<file path="config.mk">
export PLATFORM = sky130hd
export DESIGN_NAME = hamming_decoder
export DESIGN_NICKNAME = d
export VERILOG_FILES = /design/src/rtl/hamming_pkg.sv /design/src/rtl/hamming_syndrome.sv /design/src/rtl/hamming_decoder.sv
export SDC_FILE = /design/constraint.sdc
export NUM_CORES = 1
export LEC_CHECK = 0
export CORE_MARGIN = 5
export CORE_UTILIZATION = 28
export DETAILED_ROUTE_END_ITERATION = 16
export GPL_TIMING_DRIVEN = 0
export SLEW_MARGIN = 20
export SYNTH_ARGS = -nofsm -noshare
export SYNTH_HDL_FRONTEND = slang
export SYNTH_SLANG_ARGS = --single-unit
</file>
<file path="constraint.sdc">
create_clock -name clk -period 1 [get_ports clk]
set_input_delay 0.25 -clock clk [delete_from_list [all_inputs] [get_ports clk]]
set_output_delay 0.25 -clock clk [all_outputs]
set_load 0.02 [all_outputs]
</file>
<file path="src/rtl/hamming_pkg.sv">
// Shared Hamming(12,8) widths, parity positions and data extraction.
`timescale 1ns/1ps
package hamming_pkg;
  localparam int CODE_W = 12;
  localparam int DATA_W = 8;
  localparam int SYN_W  = 4;

  localparam int P0_POS = 1;
  localparam int P1_POS = 2;
  localparam int P2_POS = 4;
  localparam int P3_POS = 8;

  localparam logic [SYN_W-1:0] SYN_MAX_CORR = 4'd12;

  function automatic logic [DATA_W-1:0] extract_data(
    input logic [CODE_W-1:0] c
  );
    return {c[11:8], c[6:4], c[2]};
  endfunction
endpackage

</file>
<file path="src/rtl/hamming_syndrome.sv">
// Combinational syndrome of a 12-bit Hamming codeword.
`timescale 1ns/1ps
module hamming_syndrome
  import hamming_pkg::*;
(
  input  logic [CODE_W-1:0] code,
  output logic [SYN_W-1:0]  syn
);

  // Bit k checks every code bit whose 1-based position has bit k set.
  always_comb begin
    syn = '0;
    for (int k = 0; k < SYN_W; k++) begin
      for (int i = 0; i < CODE_W; i++) begin
        if ((((i + 1) >> k) & 1) == 1) begin
          syn[k] = syn[k] ^ code[i];
        end
      end
    end
  end

endmodule

</file>
<file path="src/rtl/hamming_decoder.sv">
// Two-stage Hamming(12,8) SEC decoder with error flags.
// Define HAMMING_DEC_STATS_EN to build the saturating error counters.
`timescale 1ns/1ps
module hamming_decoder
  import hamming_pkg::*;
#(
  parameter int CNT_W = 16
) (
  input  logic              clk,
  input  logic              rst_n,
  input  logic              valid_in,
  input  logic [11:0]       code_in,
  input  logic              cnt_clr,
  output logic              valid_out,
  output logic [7:0]        data_out,
  output logic              err_corr,
  output logic              err_uncorr,
  output logic [3:0]        err_pos,
  output logic [CNT_W-1:0]  corr_cnt,
  output logic [CNT_W-1:0]  uncorr_cnt
);

  logic              s1_valid;
  logic [CODE_W-1:0] s1_code;
  logic [SYN_W-1:0]  s1_syn;
  logic [SYN_W-1:0]  syn;

  hamming_syndrome u_syn (
    .code (code_in),
    .syn  (syn)
  );

  always_ff @(posedge clk or negedge rst_n) begin
    if (!rst_n) begin
      s1_valid <= 1'b0;
      s1_code  <= '0;
      s1_syn   <= '0;
    end else begin
      s1_valid <= valid_in;
      s1_code  <= code_in;
      s1_syn   <= syn;
    end
  end

  logic [CODE_W-1:0] flip;
  logic [CODE_W-1:0] fixed;
  logic              corr;
  logic              uncorr;

  always_comb begin
    flip   = '0;
    corr   = 1'b0;
    uncorr = 1'b0;
    unique case (1'b1)
      (s1_syn == '0): ;
      (s1_syn > SYN_MAX_CORR): uncorr = 1'b1;
      default: begin
        corr = 1'b1;
        flip = CODE_W'(1) << (s1_syn - 4'd1);
      end
    endcase
    fixed = s1_code ^ flip;
  end

  // Idle cycles present all-zero outputs.
  always_ff @(posedge clk or negedge rst_n) begin
    if (!rst_n) begin
      valid_out  <= 1'b0;
      data_out   <= '0;
      err_corr   <= 1'b0;
      err_uncorr <= 1'b0;
      err_pos    <= '0;
    end else begin
      valid_out  <= s1_valid;
      data_out   <= s1_valid ? extract_data(fixed) : '0;
      err_corr   <= s1_valid & corr;
      err_uncorr <= s1_valid & uncorr;
      err_pos    <= s1_valid ? s1_syn : '0;
    end
  end

`ifdef HAMMING_DEC_STATS_EN
  always_ff @(posedge clk or negedge rst_n) begin
    if (!rst_n) begin
      corr_cnt   <= '0;
      uncorr_cnt <= '0;
    end else if (cnt_clr) begin
      corr_cnt   <= '0;
      uncorr_cnt <= '0;
    end else begin
      if (valid_out && err_corr && corr_cnt != '1)
        corr_cnt <= corr_cnt + 1'b1;
      if (valid_out && err_uncorr && uncorr_cnt != '1)
        uncorr_cnt <= uncorr_cnt + 1'b1;
    end
  end
`else
  logic unused_cnt_clr;
  assign unused_cnt_clr = cnt_clr;
  assign corr_cnt       = '0;
  assign uncorr_cnt     = '0;
`endif

endmodule

</file>
======== Word level (Yosys, flattened, before mapping) ========
Cells that the tools add are included.
cells by class
  $lt $le $gt $ge ......................... 1
  equality and inequality tests ........... 0
  reduce and logical (&&, ||, !) cells .... 2
  add/sub/neg operators ................... 1
  divide/modulo/power cells ............... 0
  bitwise operators ....................... 21
  $mul .................................... 0
  multiplexer cells ....................... 5
  shifts and indexed selects .............. 1
operator list
  kind                                               count
  bitwise XOR 1 bit                                  18
  2-to-1 mux 12 bit                                  1
  << shifter 1 x 4 -> 12 bit (first input constant)  1
  bitwise XOR 12 bit                                 1
  2-to-1 mux 8 bit                                   1
  > comparator 4 bit (second input constant)         1
  logical NOT 4 bit                                  1
  2-to-1 mux 4 bit                                   1
  subtractor 4 x 1 -> 4 bit (second input constant)  1
  AND 1 bit                                          2
  2-to-1 mux 1 bit                                   2
  OR reduction 2 bit                                 1
storage, ports and cells
  memories kept ........................... 0
  logic and storage cells ................. 39
  input port bits ......................... 16
  ROM bits ................................ 0
  flip-flop bits (word level) ............. 32
  latch bits .............................. 0
  memory bits (writable) .................. 0

======== Longest topological paths before layout ========
  word-level depth ........................ 5
  mapped depth ............................ 4

======== Modules after synthesis ========
A second synthesis with hierarchy kept.
unflattened totals
  cell total of the unflattened synthesis .. 119
  area, all modules ....................... 1451.4 µm²
modules (own cells, without submodules)
  module            area each (µm²)  sequential area each (µm²)  instances  cells each
  hamming_decoder   1286.2           700.7                       1          108
  hamming_syndrome  165.2            0.0                         1          11

======== Least setup slack after synthesis ========
Ideal clock, no wire load.
  path type ............................... register -> register
  from .................................... register s1_syn[1]
  to ...................................... register err_corr
  required time ........................... 0.880 ns
  data arrival time ....................... 1.014 ns
  cell stages (with the launch flop) ...... 3
  clock period less this slack ............ 1.134 ns
  path slack .............................. -0.134 ns
  path through ............................ dfrtp_1 or4_1 and3_1
on the way
  longest elaborated chain between the ends .. 4
  elaborated cells between the ends (all ways) .. 5
  those cells by class .................... 1 x order compare; 1 x mux; 1 x bitwise; 2 x reduce/logical
ends and longest elaborated chain
  element                                                  RTL line                                      source
  start: declaration                                       hamming_decoder.sv:25                         logic [SYN_W-1:0] s1_syn;
  start signal: assignment                                 hamming_decoder.sv:41                         s1_syn <= syn;
  > comparator 4 bit or logical NOT 4 bit (tied branches)  hamming_decoder.sv:56, hamming_decoder.sv:55
  OR reduction 2 bit (no line) (*)                         n/a
  2-to-1 mux 1 bit (*)                                     hamming_decoder.sv:54                         unique case (1'b1)
  AND 1 bit (*)                                            hamming_decoder.sv:76                         err_corr <= s1_valid & corr;
  end signal: assignment                                   hamming_decoder.sv:76
  end: declaration                                         hamming_decoder.sv:16                         output logic err_corr,
Mark *: on every way between the ends. The rest lies on a longest branch, timed or not.

======== Final worst setup path ========
Same ends and word-level chain as after synthesis.

==> run_results.csv <==
group,metric,value,unit
place,place_congestion,0.6972,
floorplanning,die_y,79.92,µm
cts,cts_max_path_buffers,2,
synth,synth_area,1369,µm²
synth,async_reset_ff_share,100.0,%
routing,ant_nets,0,
routing,drt-total-wl,2161,µm
place,place_hpwl,1764,µm
finish,finish.utilization,41.75,%
cts,root_buffer,"clkbuf_8",
global_route,grt_overflow_total,0,
power_and_ir_drop,fin_total_pwr,3.011,mW
timing,setup_tns,-0.9665,ns
global_route,grt.total_usage,6.749,%
power_and_ir_drop,leakagePower,0.9908,nW
floorplanning,fp-row-count,25,
synth,ys_seq_area_share,51.19,%
floorplanning,start_util,28.98,%
setup_path,path_max_fanout,2,
routing,post-route-drc-count,0,
min_path,min-delay-start,"code_in[4]",
finish,fin_area,1972,µm²
synth,yosys-top-cells-area,"dfrtp_1, buf_4, xnor2_1",
cts,cts.sinks,28,
cts,worstSkewPairLatency,0.26,ns
timing,min_period,1.144,ns
setup_path,r2r_start,"s1_syn[1]",
min_path,whs_path_depth,1,
synth,syn_inst,114,
floorplanning,ioPinCount,63,
timing,clock_skew,0.001101,ns
power_and_ir_drop,vdd_drop_max,0.4964,mV
min_path,holdPathEnd,"s1_code[4]",
outcome,outcome,"finished, violations left",
floorplanning,die_x,79.92,µm
floorplanning,core_area,4723,µm²
setup_path,crit_buf_inv,0,
routing,firstDrtPassIters,4,
finish,layout-drive-gt1-share,34.25,%
global_route,grt_pass1_vias,826,
setup_path,start_kind,"register",
flow_run,cap_violations,0,
timing,holdWs,0.2980,ns
setup_path,rrSetupSlack,-0.14,ns
global_route,antenna_found_initial,0,
setup_path,crit_arrival,1.30,ns
min_path,hold_path.class,"in2reg",
setup_path,r2r_cells,2,
setup_path,crit_path_end_kind,"register",
timing,finalHoldViolations,0,
setup_path,max_stage_delay,0.51,ns
place,buffer_ports.inserted,29,
routing,drtIter0Drc,18,
finish,final_cells,248,
outcome,violations,"negative setup slack",
synth,yosysWarnings,0,
routing,drt-vias-per-instance,3.339,
place,dp_slack,-0.4742,ns
setup_path,crit_slowest_cell,"or4_1",
timing,report.final.slew_viol_count,0,
synth,synth.top_cell.area_share,51.19,%
synth,synthTopCellsByCount,"buf_4, dfrtp_1, xnor2_1",
synth,synth_flop_cell,"dfrtp_1",
setup_path,critical_path_required,1.16,ns
synth,synth_area_per_cell,12.01,µm²
finish,final_nets,199,
place,place_inst,241,
synth,ys_ff_latch,28,
setup_path,path_delay_family,"simple AND/OR/NAND/NOR gates",
global_route,grt_pass1_wl,3353,µm
setup_path,critPathKind,"reg2reg",
finish,syn_to_final_growth,44.06,%
timing,clock.fmax,874.5,MHz
timing,finalSetupViolations,24,
cts,htreeDepth,1,
synth,yosysTopAreaCell,"dfrtp_1",
finish,diodes,0,
floorplanning,die-area,6387,µm²
place,placed_area,1867,µm²
synth,yosysMostFrequentCell,"buf_4",
cts,path_clk_slew,0.08,ns
cts,cts_buffers,3,
timing,rsz0062_at_grt,"true",
routing,detail_route.wl_per_cell,8.714,µm
setup_path,r2r_end,"err_corr",
setup_path,crit_chain,"or4_1, and3_1",
timing,final.setup.worst_slack,-0.1435,ns
cts,cts_tree,"done",
timing,post-route-period-util,114.4,%
synth,synth.distinct_cells,17,
global_route,grt_max_degree,29,
synth,synth_edf_count,0,
power_and_ir_drop,power_density,1527,nW/µm²
routing,vias,828,
## layout by cell type, fill, tap and decap left out
cell              n
o211ai_1          1
xnor2_1          17
or4_1             1
clkbuf_4          2
nor2_1            9
clkinv_1          1
xnor2_2           2
and3_1            1
buf_4            35
buf_6            18
xor2_2            2
and2_1            4
and4bb_1          6
nand4b_1          2
dfrtp_1          28
conb_1           32
clkbuf_8          3
clkdlybuf4s50_1   4
xor2_1            3
dlygate4sd2_1     9
dlygate4sd3_1     1
## state kept, by name, indices dropped and copies added, names as in the netlist
name and flops:
err_uncorr 1, s1_syn 4, err_pos 4, data_out 8, s1_valid 1, valid_out 1, s1_code 8, err_corr 1
## cell type report
class | count | area (µm²)
Multi-Input combinational cell | 80 | 533.0
Tap cell | 67 | 83.83
Buffer | 36 | 281.5
Inverter | 1 | 3.754
Clock buffer | 3 | 41.29
Sequential cell | 28 | 700.7
Timing Repair Buffer | 33 | 327.8
Fill cell | 450 | 2751
## worst reg2reg max path: stages (launching register included)
cell	delay, ns
dfrtp_1	0.38
or4_1	0.51
and3_1	0.15
## worst max-delay path by stage
stage	cells after the start	start	slack, ns	to
CTS	2	s1_syn[1]	-0.15	err_corr
floorplan	2	s1_syn[1]	-0.1	err_corr
global route	2	s1_syn[1]	-0.20	err_corr
finish	2	s1_syn[1]	-0.14	err_corr
global placement	1	rst_n	-0.66	s1_code[10]
detailed placement	4	code_in[6]	-0.47	s1_syn[2]
## per-layer routing
| layer | vias up | GRT usage, % | part of all wire [%] |
|---|---|---|---|
| met5 | - | 0 | 0 |
| met2 | 43 | 12.25 | 54 |
| met4 | 0 | 4.561 | 3.0 |
| met3 | 5 | 1.129 | 7.1 |
| li1 | 430 | - | - |
| met1 | 350 | 7.008 | 36 |
## logic make-up after synthesis
kind of cell	synth area share, %
buffers and inverters	19.47
and+or+nand+nor	12.07
DFF	51.19
other	0.2740
xor gates and xnor gates	16.45
AOI/OAI and AO/OA	0.5487
## power breakdown
| group | switching (mW) | internal, mW | total (mW) |
|---|---|---|---|
| logic | 0.515 | 0.581 | 1.10 |
| registers | 0.0714 | 1.28 | 1.35 |
| clock network | 0.298 | 0.269 | 0.567 |
## what timing repair did
action | 4_1_cts | 5_1_grt
cloned | 0 | 0
buffers inserted | 2 | 1
endpoints found under the hold margin | 28 | 0
hold buffers | 1 | 0
endpoints found under the setup margin | 28 | 53
pin swaps | 5 | 2
resized for setup | 100 | 4
Note: power is estimated with default switching activity, not from simulation.
